`config.mk`:
```
export PLATFORM = sky130hd
export DESIGN_NAME = onehot_rr_arbiter_flat
export DESIGN_NICKNAME = d
export VERILOG_FILES = /design/src/rtl/onehot_rr_arbiter_pkg.sv /design/src/rtl/onehot_rr_arbiter_if.sv /design/src/rtl/onehot_rr_arbiter_rr_pick.sv /design/src/rtl/onehot_rr_arbiter.sv /design/src/flat_wrapper.sv
export SDC_FILE = /design/constraint.sdc
export NUM_CORES = 1
export LEC_CHECK = 0
export BUFFER_PORTS_ARGS = -buffer_cell sky130_fd_sc_hd__buf_2
export CORE_ASPECT_RATIO = 1.2
export CORE_MARGIN = 2
export CORE_UTILIZATION = 44
export DETAILED_ROUTE_END_ITERATION = 8
export PLACE_DENSITY = 0.61
export SETUP_SLACK_MARGIN = 0.5
export SYNTH_ARGS = -nofsm -noshare
export SYNTH_HDL_FRONTEND = slang
export SYNTH_HIERARCHICAL = 1
export SYNTH_SLANG_ARGS = --single-unit
```
`constraint.sdc`:
```
create_clock -name clk -period 5.12 [get_ports clk]
set_clock_uncertainty 0.15 [all_clocks]
set_input_delay 1.024 -clock clk [delete_from_list [all_inputs] [get_ports clk]]
set_output_delay 1.024 -clock clk [all_outputs]
set_load 0.02 [all_outputs]
```
`src/rtl/onehot_rr_arbiter_pkg.sv`:
```
// Shared types and constants for the one-hot round-robin arbiter.
// Exposes the default requester count, index width and arbiter state type.
package arb_pkg;

    localparam int ARB_N     = 8;
    localparam int ARB_IDX_W = $clog2(ARB_N);

    typedef enum logic {
        ARB_IDLE,
        ARB_GRANT
    } arb_state_t;

endpackage

```
`src/rtl/onehot_rr_arbiter_if.sv`:
```
// Request/grant bundle between requesters and the round-robin arbiter.
// req/rel flow into the arbiter; grant/grant_en/busy flow out of it.
interface onehot_rr_arbiter_if #(
    parameter int N = 8
);

    logic [N-1:0] req;
    logic         rel;
    logic [N-1:0] grant;
    logic         grant_en;
    logic         busy;

    modport slave (
        input  req,
        input  rel,
        output grant,
        output grant_en,
        output busy
    );

    modport master (
        output req,
        output rel,
        input  grant,
        input  grant_en,
        input  busy
    );

endinterface

```
`src/rtl/onehot_rr_arbiter_rr_pick.sv`:
```
// Combinational round-robin pick: first set bit of (req & ~mask) from ptr.
// Ports: req_i, mask_i, ptr_i in; hit_o, sel_onehot_o, sel_idx_o out.
module rr_pick
    import arb_pkg::*;
#(
    parameter int N     = ARB_N,
    parameter int IDX_W = $clog2(N)
) (
    input  logic [N-1:0]     req_i,
    input  logic [N-1:0]     mask_i,
    input  logic [IDX_W-1:0] ptr_i,
    output logic             hit_o,
    output logic [N-1:0]     sel_onehot_o,
    output logic [IDX_W-1:0] sel_idx_o
);

    logic [N-1:0]   cand;
    logic [2*N-1:0] dbl;
    logic [N-1:0]   rot;
    logic [IDX_W-1:0] rot_idx;
    logic [IDX_W:0]   sum;

    always_comb begin
        cand = req_i & ~mask_i;
        // rot[j] = cand[(j + ptr) mod N], so bit 0 is the top-priority slot
        dbl  = {cand, cand} >> ptr_i;
        rot  = dbl[N-1:0];
        hit_o = |rot;
        rot_idx = '0;
        for (int i = N - 1; i >= 0; i--) begin
            if (rot[i]) rot_idx = IDX_W'(i);
        end
        sum = {1'b0, rot_idx} + {1'b0, ptr_i};
        if (sum >= (IDX_W+1)'(N)) sum = sum - (IDX_W+1)'(N);
        sel_idx_o = sum[IDX_W-1:0];
        sel_onehot_o = hit_o ? (N'(1) << sel_idx_o) : '0;
    end

endmodule

```
`src/rtl/onehot_rr_arbiter.sv`:
```
// Round-robin arbiter with registered one-hot grant and enable strobe.
// Ports: clk, rst (async high); bus (slave): req, rel in; grant, grant_en, busy out.
module onehot_rr_arbiter
    import arb_pkg::*;
#(
    parameter int N        = ARB_N,
    parameter int HOLD_MAX = 16,
    parameter int CNT_W    = 5
) (
    input  logic                 clk,
    input  logic                 rst,
    onehot_rr_arbiter_if.slave   bus
);

    localparam int IDX_W = $clog2(N);

    arb_state_t       state_q, state_d;
    logic [IDX_W-1:0] ptr_q, ptr_d;
    logic [IDX_W-1:0] own_q, own_d;
    logic [CNT_W-1:0] hold_q, hold_d;
    logic [N-1:0]     grant_q, grant_d;

    logic [IDX_W-1:0] nxt_ptr;
    logic [IDX_W-1:0] srch_ptr;
    logic [N-1:0]     mask;
    logic             in_grant;
    logic             timeout;
    logic             end_c;
    logic             hit;
    logic [N-1:0]     sel_oh;
    logic [IDX_W-1:0] sel_idx;

    assign in_grant = (state_q == ARB_GRANT);
    assign nxt_ptr  = (own_q == IDX_W'(N - 1)) ? '0 : own_q + 1'b1;
    assign timeout  = (HOLD_MAX != 0) && (hold_q == CNT_W'(HOLD_MAX));
    assign end_c    = bus.rel | ~bus.req[own_q] | timeout;

    // In GRANT the search starts past the owner and excludes it, so a
    // released or timed-out owner can never be regranted on the same edge.
    assign srch_ptr = in_grant ? nxt_ptr : ptr_q;
    assign mask     = in_grant ? grant_q : '0;

    rr_pick #(
        .N     (N),
        .IDX_W (IDX_W)
    ) u_pick (
        .req_i        (bus.req),
        .mask_i       (mask),
        .ptr_i        (srch_ptr),
        .hit_o        (hit),
        .sel_onehot_o (sel_oh),
        .sel_idx_o    (sel_idx)
    );

    always_comb begin
        state_d = state_q;
        ptr_d   = ptr_q;
        own_d   = own_q;
        hold_d  = hold_q;
        grant_d = grant_q;
        unique case (state_q)
            ARB_IDLE: begin
                if (hit) begin
                    state_d = ARB_GRANT;
                    grant_d = sel_oh;
                    own_d   = sel_idx;
                    hold_d  = CNT_W'(1);
                end
            end
            ARB_GRANT: begin
                if (!end_c) begin
                    if (hold_q != '1) hold_d = hold_q + 1'b1;
                end else begin
                    ptr_d = nxt_ptr;
                    if (hit) begin
                        grant_d = sel_oh;
                        own_d   = sel_idx;
                        hold_d  = CNT_W'(1);
                    end else begin
                        state_d = ARB_IDLE;
                        grant_d = '0;
                        hold_d  = '0;
                    end
                end
            end
            default: begin
                state_d = ARB_IDLE;
                grant_d = '0;
                hold_d  = '0;
            end
        endcase
    end

    always_ff @(posedge clk or posedge rst) begin
        if (rst) begin
            state_q <= ARB_IDLE;
            ptr_q   <= '0;
            own_q   <= '0;
            hold_q  <= '0;
            grant_q <= '0;
        end else begin
            state_q <= state_d;
            ptr_q   <= ptr_d;
            own_q   <= own_d;
            hold_q  <= hold_d;
            grant_q <= grant_d;
        end
    end

    assign bus.grant    = grant_q;
    assign bus.grant_en = in_grant;
    assign bus.busy     = in_grant;

endmodule
```
`src/flat_wrapper.sv`:
```
// flat-port wrapper written by rule: the top's interface ports become plain ports
module onehot_rr_arbiter_flat import arb_pkg::*;
#(
    parameter int N        = ARB_N,
    parameter int HOLD_MAX = 16,
    parameter int CNT_W    = 5
)
  (clk, rst, bus_req, bus_rel, bus_grant, bus_grant_en, bus_busy);
  onehot_rr_arbiter_if #(.N(N)) bus_i ();
  input  logic clk;
  input  logic rst;
  input wire logic [$bits(bus_i.req)-1:0] bus_req;
  input wire logic [$bits(bus_i.rel)-1:0] bus_rel;
  output wire logic [$bits(bus_i.grant)-1:0] bus_grant;
  output wire logic [$bits(bus_i.grant_en)-1:0] bus_grant_en;
  output wire logic [$bits(bus_i.busy)-1:0] bus_busy;
  assign bus_i.req = bus_req;
  assign bus_i.rel = bus_rel;
  assign bus_grant = bus_i.grant;
  assign bus_grant_en = bus_i.grant_en;
  assign bus_busy = bus_i.busy;
  onehot_rr_arbiter #(.N(N), .HOLD_MAX(HOLD_MAX), .CNT_W(CNT_W)) u_core (.clk(clk), .rst(rst), .bus(bus_i));
endmodule
```
# ---- Word-level counts from Yosys, hierarchy flattened
# Index checks and enable logic that the tools add are counted.
dict set report totals {
  ff_bits 20
  latchBits 0
  mem_bits_rw 0
  rom_bits 0
  in_bits 11
  out_inout_bits 10
  word_cells 58
  n_memories 0
}
dict set report classes {
  addsub 4
  n_mul 0
  div_mod_pow 0
  magnitude_cmp 2
  eq_ne 6
  shifts 2
  mux 29
  n_bitwise 6
  reduce_logical 4
}
# cell count
set op_table {}
lappend op_table {{two-way mux 3 bit} 13}
lappend op_table {{two-way mux 8 bit} 4}
lappend op_table {{case mux 8 bit (2 select lines)} 1}
lappend op_table {{>> shifter 16 x 3 -> 8 bit} 1}
lappend op_table {{two-way mux 5 bit} 3}
lappend op_table {{case mux 5 bit (2 select lines)} 1}
lappend op_table {{AND 8 bit} 1}
lappend op_table {{NOT 8 bit} 1}
lappend op_table {{OR reduction 8 bit} 1}
lappend op_table {{left shift 1 x 3 -> 8 bit (first input constant)} 1}
lappend op_table {{case mux 3 bit (2 select lines)} 1}
lappend op_table {{AND reduction 2 bit} 3}
lappend op_table {{adder 5 x 1 -> 5 bit (second input constant)} 1}
lappend op_table {{== test 5 bit (second input constant)} 1}
lappend op_table {{inequality test 5 bit (second input constant)} 1}
lappend op_table {{adder 3 x 3 -> 4 bit} 1}
lappend op_table {{>= comparator 4 bit (second input constant)} 1}
lappend op_table {{< comparator 3 x 4 -> 1 bit (second input constant)} 1}
lappend op_table {{two-way mux 1 bit} 4}
lappend op_table {{adder 3 x 1 -> 3 bit (second input constant)} 1}
lappend op_table {{binary-select mux 1 bit (select 3 bit)} 1}
lappend op_table {{== test 3 bit (second input constant)} 1}
lappend op_table {{inequality test 3 bit (second input constant)} 1}
lappend op_table {{subtractor 3 x 1 -> 3 bit (second input constant)} 1}
lappend op_table {{5 further kinds} 7}

# ---- Logic depth before layout (Yosys ltp)
# Gate-level depths: netlist of run 1.
dict set report logic_depth {
  depth_word 19
  depth_mapped 20
  mapped_depth_nobuf 19
}

# ---- Cells and area by module
# Netlist of run 1, hierarchy kept.
# module instances cells_per_inst area_per_inst_um2 seq_area_each_um2
set modules_own_cells {}
lappend modules_own_cells {onehot_rr_arbiter 1 109 1178.6 500.5}
lappend modules_own_cells {rr_pick 1 81 767.0 0.0}

# ---- Worst setup path after synthesis of run 1
# No wires, ideal clock.
dict set report synth_path {
  kind {register -> register}
  start {register u_core.state_q, in the netlist u_core/bus.busy}
  end {register u_core.grant_q[6], in the netlist u_core/bus.grant[6]}
  setup_ps 90
  arrival_time_ps 4549
  required_time_ps 4880
  slack_ps 331
  stages_incl_launch_ff 20
  n_path_buf 4
  cell_sequence {dfrtp_1 > clkbuf_1 > clkbuf_1 > mux2_2 > buf_2 > and4b_1 > or4_1 > mux2i_1 > o21ai_0 > a31o_1 > a21oi_1 > ha_1 > inv_1 > fa_1 > xor2_1 > clkbuf_1 > nand4_1 > o41ai_1 > mux2i_1 > o221ai_1}
}
# element line
set synth_lines {}
lappend synth_lines {{from (decl)} onehot_rr_arbiter.sv:17} ;# arb_state_t state_q, state_d;
lappend synth_lines {{from (signal assigned)} onehot_rr_arbiter.sv:102} ;# state_q <= state_d;
lappend synth_lines {{two-way mux 3 bit (*)} onehot_rr_arbiter.sv:40} ;# assign srch_ptr = in_grant ? nxt_ptr : ptr_q;
lappend synth_lines {{named net u_core.srch_ptr[0]} onehot_rr_arbiter.sv:24} ;# logic [IDX_W-1:0] srch_ptr;
lappend synth_lines {{>> shifter 16 x 3 -> 8 bit} onehot_rr_arbiter_rr_pick.sv:26} ;# dbl = {cand, cand} >> ptr_i;
lappend synth_lines {{two-way mux 3 bit (8 in series)} onehot_rr_arbiter_rr_pick.sv:31} ;# if (rot[i]) rot_idx = IDX_W'(i);
lappend synth_lines {{adder 3 x 3 -> 4 bit (*)} onehot_rr_arbiter_rr_pick.sv:33} ;# sum = {1'b0, rot_idx} + {1'b0, ptr_i};
lappend synth_lines {{>= comparator 4 bit or subtractor 3 x 1 -> 3 bit (tied branches)} onehot_rr_arbiter_rr_pick.sv:34} ;# if (sum >= (IDX_W+1)'(N)) sum = sum - (IDX_W+1)'(N);
lappend synth_lines {{two-way mux 3 bit (*)} onehot_rr_arbiter_rr_pick.sv:34}
lappend synth_lines {{left shift 1 x 3 -> 8 bit (*)} onehot_rr_arbiter_rr_pick.sv:36} ;# sel_onehot_o = hit_o ? (N'(1) << sel_idx_o) : '0;
lappend synth_lines {{named net u_core.sel_oh[6]} onehot_rr_arbiter.sv:30} ;# logic [N-1:0] sel_oh;
lappend synth_lines {{two-way mux 8 bit} onehot_rr_arbiter.sv:75} ;# if (hit) begin
lappend synth_lines {{two-way mux 8 bit} onehot_rr_arbiter.sv:71} ;# if (!end_c) begin
lappend synth_lines {{case mux 8 bit (2 select lines) (*)} onehot_rr_arbiter.sv:61} ;# unique case (state_q)
lappend synth_lines {{to (signal assigned)} onehot_rr_arbiter.sv:106} ;# grant_q <= grant_d;
lappend synth_lines {{to (decl)} onehot_rr_arbiter.sv:21} ;# logic [N-1:0] grant_q, grant_d;
# Mark *: on every way through the listed nets, which the timed path passes. The rest lies on a longest branch. The select of a mux whose other input is x is not followed.
# A chain may end at the register's enable or synchronous reset.

# ---- Worst setup path in the final report of run 1
dict set report layout_path {
  start {register u_core.own_q[0]}
  end {register u_core.grant_q[7], in the netlist u_core/bus.grant[7]}
}
dict set report layout_via {
  elab_chain_len 19
}
# element line
set layout_lines {}
lappend layout_lines {{from (decl)} onehot_rr_arbiter.sv:19} ;# logic [IDX_W-1:0] own_q, own_d;
lappend layout_lines {{from (signal assigned)} onehot_rr_arbiter.sv:104} ;# own_q <= own_d;
lappend layout_lines {{adder 3 x 1 -> 3 bit or == test 3 bit (tied branches)} onehot_rr_arbiter.sv:34} ;# assign nxt_ptr = (own_q == IDX_W'(N - 1)) ? '0 : own_q + 1'b1;
lappend layout_lines {{two-way mux 3 bit (*)} onehot_rr_arbiter.sv:34}
lappend layout_lines {{named net u_core.nxt_ptr[2]} onehot_rr_arbiter.sv:23} ;# logic [IDX_W-1:0] nxt_ptr;
lappend layout_lines {{two-way mux 3 bit (*)} onehot_rr_arbiter.sv:40}
lappend layout_lines {{named net u_core.srch_ptr[2]} onehot_rr_arbiter.sv:24}
lappend layout_lines {{>> shifter 16 x 3 -> 8 bit} onehot_rr_arbiter_rr_pick.sv:26}
lappend layout_lines {{two-way mux 3 bit (8 in series)} onehot_rr_arbiter_rr_pick.sv:31}
lappend layout_lines {{adder 3 x 3 -> 4 bit (*)} onehot_rr_arbiter_rr_pick.sv:33}
lappend layout_lines {{>= comparator 4 bit or subtractor 3 x 1 -> 3 bit (tied branches)} onehot_rr_arbiter_rr_pick.sv:34}
lappend layout_lines {{two-way mux 3 bit (*)} onehot_rr_arbiter_rr_pick.sv:34}
lappend layout_lines {{named net u_core.sel_idx[1]} onehot_rr_arbiter.sv:31} ;# logic [IDX_W-1:0] sel_idx;
lappend layout_lines {{left shift 1 x 3 -> 8 bit (*)} onehot_rr_arbiter_rr_pick.sv:36}
lappend layout_lines {{named net u_core.sel_oh[7]} onehot_rr_arbiter.sv:30}
lappend layout_lines {{two-way mux 8 bit} onehot_rr_arbiter.sv:75}
lappend layout_lines {{two-way mux 8 bit} onehot_rr_arbiter.sv:71}
lappend layout_lines {{case mux 8 bit (2 select lines) (*)} onehot_rr_arbiter.sv:61}
# Marks and branches as above.

==> results_dict.tcl, run 1 <==
set metrics [dict create \
    status "finished, final reports clean" \
    fin_ws_ns 0.699 \
    numCtsBuffers 3 \
    syn_inst 190 \
    viasPerCell 6.15 \
    dp_slack_ns 0.299 \
    min_period_over_period_pct 86.4 \
    avgRoutedWirePerCell_um 18.6 \
    arrival_ns 4.38 \
    die_y_um 76.8 \
    ios 21 \
    yosysMostFrequentCell "dfrtp_1" \
    ant_nets 0 \
    syn_avg_cell_area_um2 10.2 \
    whs_ns 0.367 \
    hold_viol 0 \
    max_freq_mhz 226 \
    worstPathMaxFanout 7 \
    drcViolationCount 0 \
    grt_pass1_vias 1544 \
    max-cap-violations 0 \
    htreeDepth 1 \
    gp_congestion 0.854 \
    n_antenna_cell 0 \
    grt.overflow.total 0 \
    routed_wl_mm 5.06 \
    critPathTopFamily "adder cells" \
    criticalPathCategory "reg2reg" \
    area_growth_pct 17.6 \
    critPathCaptureType "flip-flop" \
    synth.top_cell.area_share_pct 25.7 \
    num_vias 1673 \
    ys_types 55 \
    initial_core_util_pct 45.7 \
    io_buffers 20 \
    dpl.cell_count 255 \
    drive_gt1_share_pct 38.0 \
    cp.buffers_inverters 2 \
    slew_headroom_pct 48.4 \
    clockBufferDepth 2 \
    synthArstFlopShare_pct 100 \
    antenna_found_initial 0 \
    grt_pass1_wl_mm 7.66 \
    rsz0062_at_grt "no" \
    synth.top_cells.by_count "dfrtp_1 (20), mux2i_1 (12), nand2_1 (12)" \
    maxSlewViolCount 0 \
    worstSetupStartpointType "flip-flop" \
    drtIter0Drc 141 \
    cts_root_buffer "clkbuf_8" \
    ys_ff_latch 20 \
    first_pass_iters 4 \
    synth_edf_count 0 \
    grt_max_degree 26 \
    syn_nets 208 \
    finalSetupViolCount 0 \
    hold_class "reg2reg" \
    ys_warn_count 6 \
    die_w_um 64.7 \
    clk_pin_slew_ns 0.07 \
    cp_slowest_cell "fa_2" \
    cts_tree "done" \
    setup_tns_ns 0 \
    worst_pin_slew_ns 0.774 \
    grt_usage_pct 19.5 \
    worstPathRequired_ns 5.08 \
    nets 236 \
    ys_seq_area_share_pct 25.7 \
    synth_area_leaders "dfrtp_1 (26%), mux4_2 (9.3%), mux2i_1 (6.2%)" \
    dpl.hpwl_mm 3.48 \
    path_cells "ha_1 -> ha_4 -> mux2_4 -> nor4bb_1 -> or4_4 -> mux2i_4 -> o21ai_1 -> a31o_1 -> a21oi_1 -> ha_1 -> inv_1 -> fa_2 -> inv_1 -> nand2_2 -> nand4bb_1 -> o31ai_2 -> mux2i_1 -> o221ai_1" \
    insertion_delay_ns 0.25 \
    synthFlopType "dfrtp_1" \
    core_um2 4260 \
    fp-row-count 26 \
    synth_area_leader_cell "dfrtp_1" \
    cpPeakStageDelay_ns 0.62 \
    cts.sinks 20 \
    netlist_area_um2 1950 \
    cts_hold_buf 0 \
    layoutNonFillerInstCount 272 \
    final.min_clock_period_ns 4.42 \
    die-area_um2 4970 \
]
==> worst paths after layout <==
kind | start | end | slack, ns | depth (start not counted)
setup / recovery | u_core/own_q[0] | u_core/bus.grant[7] | 0.70 | 18
hold reg to reg | u_core/bus.grant[1] | u_core/bus.grant[1] | 0.37 | 1
max in group asynchronous | rst | u_core/own_q[1] | 3.54 | 2
min in group asynchronous | rst | u_core/hold_q[2] | 0.75 | 2
setup reg to reg | u_core/own_q[0] | u_core/bus.grant[7] | 0.70 | 18
hold / removal | u_core/bus.grant[1] | u_core/bus.grant[1] | 0.37 | 1
==> state kept, by name, summed over array words and instances, names as in the netlist <==
| register | flops |
|---|---|
| u_core/bus.busy | 1 |
| u_core/own_q | 3 |
| u_core/hold_q | 5 |
| u_core/bus.grant | 8 |
| u_core/ptr_q | 3 |
==> cell usage in the layout, fill, tap and decap left out, drive strengths merged, types with 3 or more instances in the layout <==
cell	n
nor4bb	5
inv	12
nand2b	3
nor2b	10
a21oi	3
a32o	6
mux2i	12
and2	9
nor2	5
buf	36
o32ai	3
nand3	4
clkbuf	3
mux4	8
ha	6
o21ai	4
mux2	16
dfrtp	20
nand2	12
a211oi	3
nor4b	3
==> timing repair <==
item,4_1_cts,5_1_grt
pin swaps,0,3
endpoints found under the setup margin,8,8
endpoints found under the hold margin,0,0
gates resized for setup,3,14
cloned,0,1
setup buffers,4,9
==> layout make-up <==
class | count | area, um2
fillers | 391 | 1970
multi-input cells | 145 | 1410
flip-flops and latches | 20 | 503
repair buffers | 36 | 220
well taps | 56 | 70.1
inverters | 12 | 45.0
clock buffers | 3 | 41.3
==> metal layers <==
layer	share of wire, %	GRT usage (%)
met5	0	0
met1	43	27.1
met4	0.32	3.19
met2	52	32.6
met3	5.0	2.64
==> metrics by stage <==
stage | instance area (um2) | util (%)
floorplan | 1950 | -
finish | 2290 | 53.7
detailed placement | 2060 | 48.4
CTS | 2140 | 50.3
global placement | 2060 | 48.4
global route | 2290 | 53.7
==> worst reg2reg max path: stages (launching register included) <==
cell,delay (ns)
dfrtp_2,0.44
ha_1,0.24
ha_4,0.23
mux2_4,0.29
nor4bb_1,0.15
or4_4,0.59
mux2i_4,0.18
o21ai_1,0.09
a31o_1,0.20
a21oi_1,0.14
ha_1,0.16
inv_1,0.05
fa_2,0.62
inv_1,0.09
nand2_2,0.10
nand4bb_1,0.15
o31ai_2,0.10
mux2i_1,0.17
o221ai_1,0.13
==> cells by family (layout without fill, tap and decap cells) <==
group / Yosys count / after routing / synth area share [%]
AO/OA/AOI/OAI: 33 / 33 / 14.1
XOR/XNOR: 2 / 2 / 0.900
adder cells (fa/ha/maj): 7 / 7 / 4.89
buffers and inverters: 26 / 51 / 6.17
flip-flops: 20 / 20 / 25.7
multiplexers: 35 / 36 / 24.9
AND/OR/NAND/NOR: 67 / 67 / 23.3
Power of run 1 is left out: the tool's default activity adds up to more than one toggle a clock period on the data nets, which glitch-free logic cannot reach.
==> inputs of run 2 (changes only) <==
--- a/config.mk
+++ b/config.mk
@@ -10,7 +10,7 @@
 export CORE_MARGIN = 2
 export CORE_UTILIZATION = 44
 export DETAILED_ROUTE_END_ITERATION = 8
-export PLACE_DENSITY = 0.61
+export PLACE_DENSITY = 0.63
 export SETUP_SLACK_MARGIN = 0.5
 export SYNTH_ARGS = -nofsm -noshare
 export SYNTH_HDL_FRONTEND = slang
==> constraint.sdc (replaced) <==
create_clock -name clk -period 3.75 [get_ports clk]
set_clock_uncertainty 0.15 [all_clocks]
set_input_delay 0.75 -clock clk [delete_from_list [all_inputs] [get_ports clk]]
set_output_delay 0.75 -clock clk [all_outputs]
set_load 0.02 [all_outputs]
==> results_dict.tcl, run 2 (synthesis gave the netlist of run 1 again) <==
set metrics [dict create \
    cp_slowest_cell "fa_2" \
    num_vias 1808 \
    layoutNonFillerInstCount 306 \
    first_pass_iters 4 \
    multi_input_area_um2 1530 \
    grt_pass1_vias 1817 \
    drtIter0Drc 101 \
    grt_pass1_wl_mm 8.70 \
    cp_common_cell "ha_2" \
    die_y_um 76.8 \
    grt_usage_pct 21.8 \
    drcViolationCount 0 \
    max-cap-violations 0 \
    whs_ns 0.376 \
    largest_reg_flops 8 \
    hold_viol 0 \
    viasPerCell 5.91 \
    cts_root_buffer "clkbuf_8" \
    dpl.hpwl_mm 4.02 \
    gp_congestion 0.908 \
    slew_headroom_pct 49.8 \
    worstPathMaxFanout 7 \
    final_common_cell "buf_4" \
    finalSetupViolCount 12 \
    die_w_um 64.7 \
    cts_hold_buf 0 \
    cpPeakStageDelay_ns 0.64 \
    core_um2 4260 \
    cts_tree "done" \
    avgRoutedWirePerCell_um 17.5 \
    clockBufferDepth 2 \
    criticalPathCategory "reg2reg" \
    fp-row-count 26 \
    ant_nets 0 \
    area_growth_pct 39.9 \
    numCtsBuffers 3 \
    io_buffers 20 \
    worst_pin_slew_ns 0.752 \
    clk_pin_slew_ns 0.07 \
    final-seq-area_um2 502 \
    grt_max_degree 21 \
    layout_common_cells "buf_4 (41), buf_2 (20), dfrtp_1 (19), nor2b_1 (10)" \
    die-area_um2 4970 \
    cts.sinks 20 \
    routed_wl_mm 5.36 \
    final.min_clock_period_ns 4.22 \
    critPathCaptureType "flip-flop" \
    insertion_delay_ns 0.25 \
    drive_gt1_share_pct 53.6 \
    ios 21 \
    max_freq_mhz 237 \
    antenna_found_initial 0 \
    fin_ws_ns -0.465 \
    utilization_pct 63.9 \
    maxSlewViolCount 0 \
    grt.overflow.total 0 \
    hold_class "reg2reg" \
    status "finished, violations left" \
    min_period_over_period_pct 112 \
    htreeDepth 1 \
    rsz0062_at_grt "yes" \
    violations "negative setup slack" \
    fillers 357 \
    dp_slack_ns -0.493 \
    worstPathRequired_ns 3.78 \
    n_antenna_cell 0 \
    worstSetupStartpointType "flip-flop" \
    initial_core_util_pct 45.7 \
    path_cells "ha_2 -> ha_4 -> mux2_4 -> nor4bb_1 -> or4_4 -> mux2i_1 -> nand2_1 -> a31o_1 -> a21oi_2 -> ha_2 -> inv_2 -> fa_2 -> nand2b_1 -> nand4bb_1 -> o31ai_2 -> a32o_1" \
    arrival_ns 4.25 \
    dpl.cell_count 292 \
    nets 269 \
]
## run 2: area by class of cell
type | count | area share (%)
timing repair buffer | 69 | 19.3
sequential | 20 | 18.4
multi-input combinational | 145 | 56.3
inverter | 12 | 1.65
clock buffer | 4 | 1.65
tap | 56 | 2.57
## run 2: stage by stage
stage | setup TNS (ns) | cell area [um2]
global route | -6.52 | 2720
global placement | -3.64 | 2460
floorplan | -4.51 | 2120
finish | -4.24 | 2720
CTS | -4.73 | 2630
detailed placement | -4.92 | 2460
## run 2: what timing repair did
item / 4_1_cts / 5_1_grt
setup buffers: 3 / 5
setup endpoints to repair: 17 / 17
resized for setup: 15 / 12
pin swaps: 8 / 12
cloned: 1 / 1
## run 2: metal layers
metal | wire length (um) | global-route usage [%] | vias up | share of wire (%)
met1 | 2280 | 28.8 | 913 | 43
met2 | 2880 | 37.6 | 39 | 54
met3 | 153 | 2.35 | 6 | 2.9
met4 | 46 | 5.32 | 0 | 0.86
met5 | 0 | 0 | - | 0
li1 | - | - | 850 | -
## run 2: worst max-delay path, delay by kind of cell, from the launching register on
kind                     cells  cell delay, ns
AO/OA/AOI/OAI                4            0.65
adder cells (fa/ha/maj)      4            1.23
buffers and inverters        1            0.03
flip-flops                   1            0.39
multiplexers                 2            0.51
AND/OR/NAND/NOR              5            1.16
## run 2: path summary, 6_finish.rpt
kind	startpoint	endpoint	slack (ns)	depth (start not counted)
max	u_core/own_q[0]	u_core/bus.grant[4]	-0.47	16
min	u_core/ptr_q[2]	u_core/ptr_q[2]	0.38	1
max reg2reg	u_core/own_q[0]	u_core/bus.grant[4]	-0.47	16
min reg2reg	u_core/ptr_q[2]	u_core/ptr_q[2]	0.38	1
max in group asynchronous	rst	u_core/bus.busy	2.47	2
min in group asynchronous	rst	u_core/hold_q[2]	0.47	2
Power of run 2 is left out for the same reason.
